### src/rtl/sweeper_pkg.sv
// Shared constants for the truth-table sweeper.
//   - StateW and the four state codes (IDLE, SETTLE, SAMPLE, DONE).
//   - Default function-input count and settle length.
// State codes are plain localparams so that older flows can consume them.
package sweeper_pkg;

    localparam int unsigned NInDefault       = 4;
    localparam int unsigned SettleCycDefault = 1;

    localparam int unsigned StateW = 2;
    localparam logic [StateW-1:0] StIdle   = 2'd0;
    localparam logic [StateW-1:0] StSettle = 2'd1;
    localparam logic [StateW-1:0] StSample = 2'd2;
    localparam logic [StateW-1:0] StDone   = 2'd3;

endpackage

### src/rtl/sweep_settle_timer.sv
// Settle-period counter used while the sweeper holds a stimulus value.
//   clk, rst : clock, synchronous active-high reset
//   load     : clear the count (start of a settle period)
//   count    : advance the count; it saturates at the terminal value
//   term     : high during the last settle cycle
module sweep_settle_timer #(
    parameter int unsigned SETTLE_CYC = 1
) (
    input  logic clk,
    input  logic rst,
    input  logic load,
    input  logic count,
    output logic term
);

    localparam int unsigned CntW = $clog2(SETTLE_CYC + 1);
    localparam logic [CntW-1:0] CntLast = CntW'(SETTLE_CYC - 1);

    logic [CntW-1:0] cnt_q, cnt_d;

    always_comb begin
        cnt_d = cnt_q;
        if (load) begin
            cnt_d = '0;
        end else if (count && !term) begin
            cnt_d = cnt_q + CntW'(1);
        end
    end

    always_ff @(posedge clk) begin
        if (rst) begin
            cnt_q <= '0;
        end else begin
            cnt_q <= cnt_d;
        end
    end

    assign term = (cnt_q == CntLast);

endmodule

### src/rtl/truth_table_sweeper.sv
// Exhaustive stimulus sequencer for a small combinational block: drives every
// input combination, captures the block output into a truth table and,
// optionally, compares the table with an expected one.
//
// Ports:
//   clk, rst    clock, synchronous active-high reset
//   start       begin a sweep (IDLE only); wins over abort in IDLE
//   abort       cancel a sweep in progress
//   expected    expected table, bit i = out for stim value i
//   out_in      output of the block under sweep
//   stim        stimulus (stim[3]=w .. stim[0]=z for four inputs)
//   busy        high while settling/sampling
//   done        one-cycle completion pulse
//   truth_tbl   captured truth table ("table" is a reserved word)
//   pass        captured table equals expected
//   fail_count  number of mismatching entries
//   first_fail  lowest mismatching stim index, 0 if none
//
// Build option: TRUTH_TABLE_SWEEPER_CHECK_EN enables the compare path; when
// undefined, expected is ignored and pass/fail_count/first_fail read 0.
module truth_table_sweeper
    import sweeper_pkg::*;
#(
    parameter int unsigned N_IN       = NInDefault,
    parameter int unsigned SETTLE_CYC = SettleCycDefault
) (
    input  logic                 clk,
    input  logic                 rst,
    input  logic                 start,
    input  logic                 abort,
    input  logic [2**N_IN-1:0]   expected,
    input  logic                 out_in,
    output logic [N_IN-1:0]      stim,
    output logic                 busy,
    output logic                 done,
    output logic [2**N_IN-1:0]   truth_tbl,
    output logic                 pass,
    output logic [N_IN:0]        fail_count,
    output logic [N_IN-1:0]      first_fail
);

    localparam int unsigned NEnt = 2**N_IN;
    localparam logic [N_IN-1:0] StimLast = '1;

    logic [StateW-1:0] state_q, state_d;
    logic [N_IN-1:0]   stim_q, stim_d;
    logic [NEnt-1:0]   table_q, table_d;
    logic              tmr_load, tmr_count, tmr_term;

    // Qualified events shared with the compare path.
    logic start_en, sample_en, last_en;
    assign start_en  = (state_q == StIdle) && start;
    assign sample_en = (state_q == StSample) && !abort;
    assign last_en   = sample_en && (stim_q == StimLast);

    sweep_settle_timer #(
        .SETTLE_CYC (SETTLE_CYC)
    ) u_settle_timer (
        .clk   (clk),
        .rst   (rst),
        .load  (tmr_load),
        .count (tmr_count),
        .term  (tmr_term)
    );

    always_comb begin
        state_d   = state_q;
        stim_d    = stim_q;
        table_d   = table_q;
        tmr_load  = 1'b0;
        tmr_count = 1'b0;
        case (state_q)
            StIdle: begin
                if (start) begin
                    state_d  = StSettle;
                    stim_d   = '0;
                    table_d  = '0;
                    tmr_load = 1'b1;
                end
            end
            StSettle: begin
                if (abort) begin
                    state_d = StIdle;
                    stim_d  = '0;
                end else if (tmr_term) begin
                    state_d = StSample;
                end else begin
                    tmr_count = 1'b1;
                end
            end
            StSample: begin
                if (abort) begin
                    state_d = StIdle;
                    stim_d  = '0;
                end else begin
                    table_d[stim_q] = out_in;
                    // Last index is terminal; stim is never allowed to wrap.
                    if (stim_q == StimLast) begin
                        state_d = StDone;
                    end else begin
                        stim_d   = stim_q + N_IN'(1);
                        state_d  = StSettle;
                        tmr_load = 1'b1;
                    end
                end
            end
            StDone: begin
                state_d = StIdle;
                stim_d  = '0;
            end
            default: begin
                state_d = StIdle;
            end
        endcase
    end

    always_ff @(posedge clk) begin
        if (rst) begin
            state_q <= StIdle;
            stim_q  <= '0;
            table_q <= '0;
        end else begin
            state_q <= state_d;
            stim_q  <= stim_d;
            table_q <= table_d;
        end
    end

    assign stim      = stim_q;
    assign busy      = (state_q == StSettle) || (state_q == StSample);
    assign done      = (state_q == StDone);
    assign truth_tbl = table_q;

`ifdef TRUTH_TABLE_SWEEPER_CHECK_EN
    logic [NEnt-1:0] exp_q, exp_d;
    logic            pass_q, pass_d;
    logic [N_IN:0]   fail_cnt_q, fail_cnt_d;
    logic [N_IN-1:0] first_fail_q, first_fail_d;

    always_comb begin
        exp_d        = exp_q;
        pass_d       = pass_q;
        fail_cnt_d   = fail_cnt_q;
        first_fail_d = first_fail_q;
        if (start_en) begin
            exp_d        = expected;
            pass_d       = 1'b0;
            fail_cnt_d   = '0;
            first_fail_d = '0;
        end
        if (sample_en && (out_in != exp_q[stim_q])) begin
            fail_cnt_d = fail_cnt_q + (N_IN+1)'(1);
            if (fail_cnt_q == '0) begin
                first_fail_d = stim_q;
            end
        end
        // Include the final entry's compare so pass is valid while done.
        if (last_en) begin
            pass_d = (fail_cnt_d == '0);
        end
    end

    always_ff @(posedge clk) begin
        if (rst) begin
            exp_q        <= '0;
            pass_q       <= 1'b0;
            fail_cnt_q   <= '0;
            first_fail_q <= '0;
        end else begin
            exp_q        <= exp_d;
            pass_q       <= pass_d;
            fail_cnt_q   <= fail_cnt_d;
            first_fail_q <= first_fail_d;
        end
    end

    assign pass       = pass_q;
    assign fail_count = fail_cnt_q;
    assign first_fail = first_fail_q;
`else
    logic unused_check;
    assign unused_check = ^{expected, start_en, last_en};

    assign pass       = 1'b0;
    assign fail_count = '0;
    assign first_fail = '0;
`endif

endmodule

### config.mk
export PLATFORM = sky130hd
export DESIGN_NAME = truth_table_sweeper
export DESIGN_NICKNAME = d
export VERILOG_FILES = /design/src/rtl/sweeper_pkg.sv /design/src/rtl/sweep_settle_timer.sv /design/src/rtl/truth_table_sweeper.sv
export SDC_FILE = /design/constraint.sdc
export NUM_CORES = 1
export LEC_CHECK = 0
export ABC_CLOCK_PERIOD_IN_PS = 1800
export CAP_MARGIN = 10
export CELL_PAD_IN_SITES_DETAIL_PLACEMENT = 1
export CELL_PAD_IN_SITES_GLOBAL_PLACEMENT = 2
export CORE_MARGIN = 4
export CORE_UTILIZATION = 26
export DETAILED_ROUTE_END_ITERATION = 12
export HOLD_SLACK_MARGIN = 0.15
export PLACE_DENSITY_LB_ADDON = 0.1
export SKIP_CTS_REPAIR_TIMING = 1
export SLEW_MARGIN = 5
export SYNTH_ARGS = -nofsm -noshare
export SYNTH_HDL_FRONTEND = slang
export SYNTH_HIERARCHICAL = 1
export SYNTH_SLANG_ARGS = --single-unit
### constraint.sdc
create_clock -name clk -period 1.8 [get_ports clk]
set_input_delay 0.45 -clock clk [delete_from_list [all_inputs] [get_ports clk]]
set_output_delay 0.45 -clock clk [all_outputs]
set_load 0.02 [all_outputs]
==> results <==
- The largest fanout on the critical path is 3.
- Entering global routing, the biggest net connects 17 pins.
- Synthesis produced a netlist whose cell count is 188.
- Setup violations remaining at the end of the flow were counted as 0.
- The wire-length estimate of the detail-placed layout is 3990 um.
- The total CTS buffers is 3.
- The post-route total power is 0.00110 W.
- The internal power consumption is 0.000757 W.
- After detailed routing, the total wire length is 5230 um.
- Of the synthesized area, sequential elements account for 28.0%.
- During I/O placement, the number of pins put on the boundary was 53.
- The routed via count is 1566.
- The category of cells accounting for the largest share of critical-path delay is buffers and inverters.
- Averaged over all synthesized cells, the footprint is 8.74 um^2.
- The warning count from the yosys run is 6.
- The largest individual stage delay along the critical path comes from the cell clkdlybuf4s50_1.
- The number of hold violations in the final report is 0.
- The number of distinct library cell variants in the gate-level netlist after synthesis is 42.
- At the end of the flow the core is filled with cells to 34.8%.
- The height of the chip is 87.5 um.
- The overall fraction of global-route tracks in use is 14.6%.
- The synthesized design spends more area on one cell type than any other, namely dfxtp_1.
- The relative contribution of sequential cells to total power is 46.7%.
- The detailed router's first-iteration violation count is 112.
- The core footprint is 0.00603 mm^2.
- The max-cap violation count is 0.
- The worst endpoint data arrival time is 1300 ps.
- The wire length of the first global-routing pass is 8690 um.
- The repair_antennas step left the layout with diodes totalling 0.
- Relative to the synthesized area, the layout overhead comes to 27.7%.
- The CTS clock-pin slew for the worst setup and hold paths is 100 ps.
- The H-tree depth reported by CTS is 1.
- In the synthesized netlist the async set-or-reset flop fraction comes to 0%.
- The tree built by TritonCTS fans out to 23 sinks.
- Of the total power, the share spent switching nets is 31.2%.
- STA puts the critical path data required time at 1350 ps.
- The initial antenna violation count is 0.
- The power per cell area is 525 mW/mm^2.
- VDD sags by at most 260 uV.
- Across the routed clock network, the largest skew measured is 10.1 ps.
- The maximum number of buffers from clock root to sink is 2.
- The number of buffers inserted by port buffering is 26.
- The initial core utilization is 27.3%.
- The detailed-route vias per instance is 5.22.
- The clock reaches the later pin of the worst-skew pair after 280 ps.
- Dividing the detail-routed wire length by the instance count gives 17.4 um.
- In this run, synthesis inferred 0 flip-flops with an integrated enable.
- In the routed design, unresolved DRC markers number 0.
- The number of buffer and inverter stages on the critical path is 1.
- In this run the tightest slew margin relative to its limit is 64.6%.
- For this run, the slowest stage of the critical path takes 630 ps.
- The register bit total from synthesis is 23.
- The smallest clock period supported by the final layout is computed as 1750 ps.
- At the end of routability-driven placement, the weighted congestion stood at 0.771.
- The area of the die is 0.00765 mm^2.
- In the final layout, the share of cells above drive strength 1 is 21.3%.
- The area of the mapped netlist is 0.00164 mm^2.
- The most instantiated flip-flop cell in the synthesis netlist is dfxtp_1.
- The max-slew violation total from the final report is 0.
- STA classifies the critical path startpoint as a flip-flop.
- Summed over all layers, the global routing overflow is 0.
- Ranked by total cell area, the synthesized netlist is headed by dfxtp_1 28%, o31ai_2 7.6%, buf_4 6.4%.
- The maximum clock frequency is 570 MHz.
- The transition time of the tightest slew-check pin is 529 ps.
- TritonCTS built the clock tree.
- The static leakage is 0.831 nW.
- In the finished design, the share of the clock period the worst path needs comes to 97.5%.
- The number of global-route vias before repair was 1753.
- The type of the worst min-delay path is flip-flop to flip-flop.
- STA classifies the critical path endpoint as an output port.
- The CTS root buffer is clkbuf_8.
- Combinational logic is responsible for 21.8% of the overall power.
- The setup path with the least slack is of type flip-flop to output port.
- After the last flow step, the layout net total stands at 255.
- Walking the worst path, the cells encountered are clkdlybuf4s50_1.
- The floorplan has 28 rows.
- The net switching power of the design is 0.000343 W.
- The first detailed-routing pass took 4 iterations.
- The horizontal die dimension is 87.5 um.
- The remaining number of nets flagged by the antenna check after routing is 0.
- The flow ran to the end, and the final reports show no timing, DRC or antenna violations.
- The fraction of post-synthesis cell area in the top cell type by area is 28.0%.
- The power share of the clock group is 31.5%.
## per-layer routing
layer | share of wire [%] | vias to the layer above | track usage, %
li1 | - | 750 | -
met1 | 45 | 780 | 18.0
met2 | 50 | 31 | 26.1
met3 | 3.3 | 5 | 1.70
met4 | 1.0 | 0 | 4.74
met5 | 0 | - | 0
## synth_stat cells (4+ instances only)
cell and count:
nand2_1 11, dfxtp_1 23, nor2b_1 4, nand3_1 21
buf_4 14, and4b_1 4, a21o_1 11, clkbuf_1 5
inv_1 7, o31ai_1 6, nand2b_1 4, ha_1 8
nand4_1 4, o31ai_2 10, buf_2 5, a31oi_1 16
## path summary, 6_finish.rpt
| kind | start | end | slack, ps | depth (start not counted) |
|---|---|---|---|---|
| setup / recovery | truth_tbl[2] | truth_tbl[2] | 50 | 1 |
| hold / removal | truth_tbl[15] | truth_tbl[15] | 490 | 2 |
| setup reg to reg | state_q[0] | u_settle_timer/cnt_q | 110 | 7 |
| hold reg to reg | truth_tbl[15] | truth_tbl[15] | 490 | 2 |
## cells in the final DEF (no fill, tap or decap), drive strengths merged, types with 4 or more instances in the layout
master / count
ha: 8
dfxtp: 23
nand2: 11
a21o: 11
nand2b: 4
and4b: 4
conb: 10
dlymetal6s2s: 6
o31ai: 16
inv: 7
buf: 26
nor2b: 6
nand4: 4
a31oi: 16
nand3: 21
clkdlybuf4s50: 20
## stage by stage
stage                     instance area [um^2]  hold slack, ps  std cells  setup slack (ps)  TNS [ps]
after floorplan                           1680             475        197               242         0
after global placement                    2020             478        295             -14.8     -32.9
after detailed placement                  2020             485        295             -61.3      -115
after CTS                                 2060             499        299              -273      -520
after global routing                      2100             511        300             -1.35     -1.35
final                                     2100             491        300              45.6         0
## flip-flops by register name, indices dropped and copies added (netlist names)
signal and cells:
state_q 2, stim 4, truth_tbl 16, u_settle_timer/cnt_q 1
## kinds of logic after synthesis
logic type	after synthesis	share of synthesized area, %
fa+ha+maj	8	6.09
other cells	1	0.228
flops	23	28.0
buf+inv	35	13.9
compound gates	56	28.0
simple gates	65	23.7
## power by group through the flow
| stage | registers (W) | clock network (W) | logic, W |
|---|---|---|---|
| floorplan | 0.000527 | 0 | 0.000169 |
| global placement | 0.000526 | 0 | 0.000230 |
| global route | 0.000515 | 0.000383 | 0.000262 |
| detailed placement | 0.000526 | 0 | 0.000234 |
| finish | 0.000514 | 0.000347 | 0.000240 |
| CTS | 0.000515 | 0.000361 | 0.000235 |
## final cells by class
cell class | count | area (um^2)
clock inverter | 1 | 5.00
sequential | 23 | 460
inverter | 7 | 26.3
timing repair buffer | 52 | 474
multi-input combinational | 139 | 997
tap | 75 | 93.8
fill | 730 | 3930
clock buffer | 3 | 41.3
(Power assumes the default switching activity.)
